## src/rtl/demux_pkg.sv

```systemverilog
// Shared types and helpers for the 1:4 demux dispatch controller.
package demux_pkg;

    localparam int N_OUT = 4;
    localparam int SEL_W = 2;

    // IDLE: nothing held. HOLD: one word held and offered on out_valid[sel].
    typedef enum logic {
        ST_IDLE = 1'b0,
        ST_HOLD = 1'b1
    } state_t;

    // Expand a 2-bit channel select into a one-hot channel valid vector.
    function automatic logic [3:0] onehot4(input logic [SEL_W-1:0] sel);
        logic [3:0] v;
        v = 4'b0000;
        v[sel] = 1'b1;
        return v;
    endfunction

endpackage

```

## src/rtl/rr_pick4.sv

```systemverilog
// Round-robin picker over four channels: first set bit of mask at or after ptr, wrapping 3->0.
module rr_pick4
    import demux_pkg::*;
(
    input  logic [3:0]       mask,
    input  logic [SEL_W-1:0] ptr,
    output logic [SEL_W-1:0] idx,
    output logic             found
);

    logic [7:0]       dbl;
    logic [3:0]       rot;
    logic [SEL_W-1:0] off;

    // Rotate so ptr sits at bit 0, priority-encode the lowest set bit, then rotate back.
    always_comb begin
        dbl = {mask, mask};
        rot = dbl[ptr +: 4];
        off = '0;
        for (int i = 3; i >= 0; i--) begin
            if (rot[i]) begin
                off = SEL_W'(i);
            end
        end
        found = |rot;
        idx   = ptr + off;
    end

endmodule

```

## src/rtl/demux_dispatch_ctrl.sv

```systemverilog
// Sequencing controller for a 1:4 demux: holds one word and steers it to an explicit or
// round-robin channel, with per-channel backpressure and a drop pulse for disabled targets.
//
// Handshake: a word moves on any interface in a cycle where valid and ready are both high at the
// rising clock edge. Valid, once raised on an output channel, stays high with stable data and
// select until that channel's ready is seen; ready never depends on valid on the same interface.
module demux_dispatch_ctrl
    import demux_pkg::*;
#(
    parameter int DATA_W = 8,
    parameter int N_OUT  = 4
)
(
    input  logic              clk,
    input  logic              rst_n,
    input  logic              in_valid,
    output logic              in_ready,
    input  logic [DATA_W-1:0] in_data,
    input  logic [1:0]        in_dest,
    input  logic              in_dest_en,
    input  logic [N_OUT-1:0]  ch_en,
    output logic [N_OUT-1:0]  out_valid,
    input  logic [N_OUT-1:0]  out_ready,
    output logic [DATA_W-1:0] out_data,
    output logic [1:0]        sel,
    output logic              drop,
    output logic              busy
);

    state_t            state_q, state_d;
    logic [DATA_W-1:0] data_q,  data_d;
    logic [SEL_W-1:0]  sel_q,   sel_d;
    logic [SEL_W-1:0]  rr_q,    rr_d;
    logic [N_OUT-1:0]  valid_q, valid_d;
    logic              drop_q,  drop_d;

    logic [SEL_W-1:0]  rr_idx;
    logic              rr_found;
    logic [SEL_W-1:0]  target;
    logic              target_ok;
    logic              out_xfer;
    logic              in_rdy;
    logic              in_xfer;

    rr_pick4 u_pick (
        .mask  (ch_en),
        .ptr   (rr_q),
        .idx   (rr_idx),
        .found (rr_found)
    );

    // Target resolution and handshake qualifiers for the current cycle.
    always_comb begin
        target    = in_dest_en ? in_dest : rr_idx;
        target_ok = in_dest_en ? ch_en[in_dest] : rr_found;
        out_xfer  = (state_q == ST_HOLD) & out_ready[sel_q];
        // Round-robin with an empty mask has nowhere to go, so refuse the word outright.
        in_rdy    = ((state_q == ST_IDLE) | out_xfer) & (in_dest_en | rr_found);
        in_xfer   = in_valid & in_rdy;
    end

    // Next-state logic: retire the held word on out_xfer, then load any newly accepted word.
    always_comb begin
        state_d = state_q;
        data_d  = data_q;
        sel_d   = sel_q;
        valid_d = valid_q;
        rr_d    = rr_q;
        drop_d  = 1'b0;

        case (state_q)
            ST_IDLE: begin
                state_d = ST_IDLE;
            end
            ST_HOLD: begin
                if (out_xfer) begin
                    state_d = ST_IDLE;
                    valid_d = '0;
                end
            end
            default: begin
                state_d = ST_IDLE;
                valid_d = '0;
            end
        endcase

        if (in_xfer) begin
            if (target_ok) begin
                // Same-cycle retire and load keeps HOLD: no idle bubble between words.
                state_d = ST_HOLD;
                data_d  = in_data;
                sel_d   = target;
                valid_d = onehot4(target);
                if (!in_dest_en) begin
                    rr_d = target + SEL_W'(1);
                end
            end else begin
                // Explicit destination is disabled: swallow the word and flag it.
                drop_d = 1'b1;
            end
        end
    end

    // State, holding register, round-robin pointer and drop pulse.
    always_ff @(posedge clk or negedge rst_n) begin
        if (!rst_n) begin
            state_q <= ST_IDLE;
            data_q  <= '0;
            sel_q   <= '0;
            valid_q <= '0;
            rr_q    <= '0;
            drop_q  <= 1'b0;
        end else begin
            state_q <= state_d;
            data_q  <= data_d;
            sel_q   <= sel_d;
            valid_q <= valid_d;
            rr_q    <= rr_d;
            drop_q  <= drop_d;
        end
    end

    assign in_ready  = in_rdy;
    assign out_valid = valid_q;
    assign out_data  = data_q;
    assign sel       = sel_q;
    assign drop      = drop_q;
    assign busy      = (state_q == ST_HOLD);

endmodule

```

## config.mk

```make
export PLATFORM = sky130hd
export DESIGN_NAME = demux_dispatch_ctrl
export DESIGN_NICKNAME = d
export VERILOG_FILES = /design/src/rtl/demux_pkg.sv /design/src/rtl/rr_pick4.sv /design/src/rtl/demux_dispatch_ctrl.sv
export SDC_FILE = /design/constraint.sdc
export NUM_CORES = 1
export LEC_CHECK = 0
export ABC_CLOCK_PERIOD_IN_PS = 4800
export BUFFER_PORTS_ARGS = -buffer_cell sky130_fd_sc_hd__buf_2
export CAP_MARGIN = 20
export CORE_MARGIN = 1
export CORE_UTILIZATION = 30
export DETAILED_ROUTE_END_ITERATION = 8
export GPL_ROUTABILITY_DRIVEN = 0
export RECOVER_POWER = 25
export SKIP_CTS_REPAIR_TIMING = 1
export SYNTH_ARGS = -nofsm -noshare
export SYNTH_HDL_FRONTEND = slang
export SYNTH_SLANG_ARGS = --single-unit
```

## constraint.sdc

```tcl
create_clock -name clk -period 4.8 [get_ports clk]
set_input_delay 0.24 -clock clk [delete_from_list [all_inputs] [get_ports clk]]
set_output_delay 0.24 -clock clk [all_outputs]
set_load 0.05 [all_outputs]
```

**Word level (Yosys, flattened, before mapping)**

Index checks and enable logic that the tools add are counted.

- Add/subtract/negate cells: 2
- Reduce and logical (&&, ||, !) cells: 4
- Shifts and indexed selects: 1
- Magnitude comparators: 4
- Muxes and demuxes: 22
- Bitwise gates (word level): 7

Operators with widths:

| kind | count |
|---|---|
| $mux 4 | 4 |
| $mux 2 | 5 |
| $lt 2x3->1 const B | 3 |
| $mux 1 | 9 |
| $shiftx 8x3->4 | 1 |
| $bmux 1 s2 | 2 |
| $reduce_or 4->1 | 1 |
| $and 1x1->1 | 3 |
| $reduce_and 3->1 | 1 |
| $add 2x1->2 const B | 1 |
| $add 2x2->2 | 1 |
| $demux 1 s2 | 1 |
| $ge 2x1->1 const B | 1 |
| $not 1->1 | 2 |
| $or 1x1->1 | 2 |
| $pmux 1 s2 | 1 |
| $reduce_and 2->1 | 1 |
| $logic_and 1x1->1 | 1 |

- Output and inout port bits: 17
- Register bits after elaboration: 18
- Word-level logic and storage cells: 46
- Bits of input ports: 22

**Logic depth before layout (Yosys ltp)**

- Depth in word-level cells: 13
- Gate-level depth with buffers: 11
- Depth with buffers taken out: 10

**Cells and area by module**

A second synthesis with hierarchy kept.

- Cells, all modules: 93
- Area, all modules: 1,113.6 µm²

By module, submodules not included:

| module | sequential area each (µm²) | area an instance (µm²) | instances | cells an instance |
|---|---|---|---|---|
| demux_dispatch_ctrl | 450.4 | 952.2 | 1 | 71 |
| rr_pick4 | 0.0 | 161.4 | 1 | 22 |

**Worst setup path after synthesis**

Ideal clock, no wire load.

- Kind: flip-flop to flip-flop
- Start: register rr_q[0]
- End: register sel_q[1] (netlist: sel[1])
- Cell stages (with the launch flop): 12
- Setup time: 0.125 ns
- Required time: 4.675 ns
- Arrival: 2.387 ns
- Clock period less this slack: 2.512 ns
- Slack: 2.288 ns
- Path through: dfrtp_1 -> buf_4 -> nor2b_1 -> a221o_1 -> nand2_1 -> o221ai_1 -> ha_1 -> xor2_1 -> a2111oi_1 -> a222oi_1 -> and2_2 -> mux2_4

- Longest elaborated chain between the ends: 7

Ends and longest elaborated chain:

| what | RTL line | RTL |
|---|---|---|
| start, declared | demux_dispatch_ctrl.sv:33 | `logic [SEL_W-1:0] rr_q, rr_d;` |
| start signal, assigned | demux_dispatch_ctrl.sv:118 | `rr_q <= rr_d;` |
| $shiftx 8x3->4 | rr_pick4.sv:18 | `rot = dbl[ptr +: 4];` |
| $mux 2 (4 in series) | rr_pick4.sv:21 | `if (rot[i]) begin` |
| $add 2x2->2 | rr_pick4.sv:26 | `idx = ptr + off;` |
| $mux 2 | demux_dispatch_ctrl.sv:54 | `target = in_dest_en ? in_dest : rr_idx;` |
| end signal, assigned | demux_dispatch_ctrl.sv:116 | `sel_q <= sel_d;` |
| end, declared | demux_dispatch_ctrl.sv:32 | `logic [SEL_W-1:0] sel_q, sel_d;` |

Several ways; a longest one is shown, not always the timed one.
A chain may end at the register's enable or synchronous reset.

**Worst setup path after layout**

Ends and elaborated chain as after synthesis.

==> reports/results.ini <==
[clock_network]
cts_buffers=3
root_buffer=clkbuf_4
clock_sinks=18
cts_buffer_depth=2
clkSlewWorstSetupHoldPaths_ps=100
cts_tree=built
clock_latency_ps=290
cts_max_level=1

[logic_synthesis]
synth_flop_cell=dfrtp_1
yosysSeqAreaShare_pct=41.2
synthArstFlopShare_pct=100
synth.avg_cell_area_um2=9.59
synth_edf_count=0
synth_cells=114
post-synth-top-area-fraction_pct=41.2
yosysUniqueCellTypes=38
syn_area_um2=1090
yosysWarnings=0
synth_commonest_cells=nand2_1 (36), dfrtp_1 (18), nand3_1 (4), nor2_1 (4)
yosysTopAreaCell=dfrtp_1
ys_ff_latch=18
syn_nets=137
synth_area_leaders=dfrtp_1 (41%), nand2_1 (12%), mux4_2 (4.1%), buf_6 (3.1%), mux2_4 (2.7%)
yosysMostFrequentCell=nand2_1

[final_layout]
design_area_um2=1340
final_cells=198
nNetsFinal=176
antennaDiodeCount=0
seq_area_um2=450
syn_to_final_growth_pct=22.5
multi_input_area_um2=589
layout-drive-gt1-share_pct=35.5
fillers=362

[drt]
drt-total-wl_um=2560
dr.pass1.iters=5
vias_per_cell=4.91
drc=0
wire_per_inst_um=12.9
route.antenna.remaining_nets=0
initialDrtViolationCount=85
via_count=973

[timing]
finalSetupViolCount=0
worst_slack_ps=2040
worst_pin_slew_ps=1020
fin_crit_ps=2760
rsz0062_at_grt=no
fmax_mhz=363
finalSetupTns_ps=0
hold_viol=0
fin_skew_ps=1.46
fin_crit_sh_pct=57.4
maxSlewViolCount=0
slew_headroom_pct=32.1

[grt]
grt_overflow=0
grt_start_max_net_pins=19
grt_pass1_vias=948
grt_antenna_before_repair=0
grt_pass1_wl_um=4190
grt_util_all_layers_pct=13.4

[power_and_ir_drop]
power.density_nw_per_um2=685
leakage_nw=0.687
peakVddDrop_uv=287
total_power_mw=0.918

[floorplanning]
rows=21
io_pins=39
coreArea_um2=3420
start_util_pct=32.0
fp.dieH_um=62.4
dieWidth_um=62.4
die_area_um2=3890

[worst_setup_path]
arrival_ps=2940
path_class=reg2reg
critPathCaptureType=register
startpoint_type=register
required_ps=4980
cp_max_fo=12

[placement]
port_buffers=38
post-dp-hpwl_um=1850
dp_slack_ps=2060
place_area_um2=1290
place_inst=193

[min_path]
worstHoldPathType=in2reg

[run]
max_cap_violations=0

[outcome]
outcome=finished, final reports clean

-- state kept, by name, summed over array words and instances (netlist names) --
register / flops
busy: 1
drop: 1
out_data: 8
out_valid: 4
rr_q: 2
sel: 2
-- critical path: stages, from the launching register on --
cell,delay [ps]
dfrtp_1,500
nor2b_1,180
a221o_1,290
nand2_1,70
o221ai_1,110
ha_1,240
xor2_1,170
a2111oi_1,380
a222oi_1,200
and2_2,260
mux2_4,250
-- logic make-up (layout without fill, tap and decap cells) --
logic type | count (synthesis) | count (layout) | synth area share [%]
and+or+nand+nor | 59 | 59 | 24.7
muxes | 7 | 7 | 9.84
AOI/OAI and AO/OA | 20 | 20 | 16.6
xor gates and xnor gates | 2 | 2 | 1.60
DFF | 18 | 18 | 41.2
adders and majority gates | 1 | 1 | 1.14
buffers and inverters | 7 | 45 | 4.92
-- power breakdown --
group          internal (mW)  total, mW  switching (mW)
clock                 0.0462     0.0919          0.0457
sequential             0.216      0.275          0.0581
combinational          0.170      0.552           0.381
total                  0.433      0.918           0.485
-- cell usage in the layout, fill, tap and decap left out, types with 2 or more instances in the layout --
cell type	synthesis	layout
nand3_1	4	4
mux2_2	2	2
a21o_1	2	2
mux2_4	2	2
dfrtp_1	18	18
mux4_2	2	2
clkbuf_4	0	3
nor3b_1	2	2
buf_2	0	37
inv_1	2	2
o31ai_1	3	3
o221ai_1	2	2
a21oi_1	2	2
and3_1	3	3
o21ai_0	3	3
nor2_1	4	4
nor3_1	3	3
nand2_1	36	36
-- path summary, 6_finish.rpt --
path	startpoint	to	slack, ps	cells after the start
worst max-delay path	rr_q[0]$_DFFE_PN0P_	sel[1]$_DFFE_PN0P_	2040	10
worst min-delay path	in_data[0]	out_data[0]$_DFFE_PN0P_	130	3
worst max register to register	rr_q[0]$_DFFE_PN0P_	sel[1]$_DFFE_PN0P_	2040	10
worst min register to register	out_data[5]$_DFFE_PN0P_	out_data[5]$_DFFE_PN0P_	480	2
max in group asynchronous	rst_n	sel[0]$_DFFE_PN0P_	3560	2
min in group asynchronous	rst_n	out_data[0]$_DFFE_PN0P_	630	2
-- per-layer routing --
metal  track usage (%)  vias to the layer above  wire [um]
li1                  -                      474          -
met1              16.6                      451       1140
met2              23.4                       44       1270
met3              2.19                        4        132
met4              5.23                        0         28
met5                 0                        -          0
-- area by class of cell --
class / count / area share [%]
multi-input cells: 89 / 44.0
flip-flops and latches: 18 / 33.6
clock buffers: 4 / 2.71
repair buffers: 39 / 14.8
well taps: 46 / 4.30
inverters: 2 / 0.560
-- through the flow --
stage                     hold slack [ps]  util (%)
after floorplan                     -55.6         -
after global placement                192      37.9
after detailed placement              200      37.9
after CTS                            -131      39.0
after global routing                  129      39.2
final                                 134      39.2
Power figures use the tool's default switching activity.
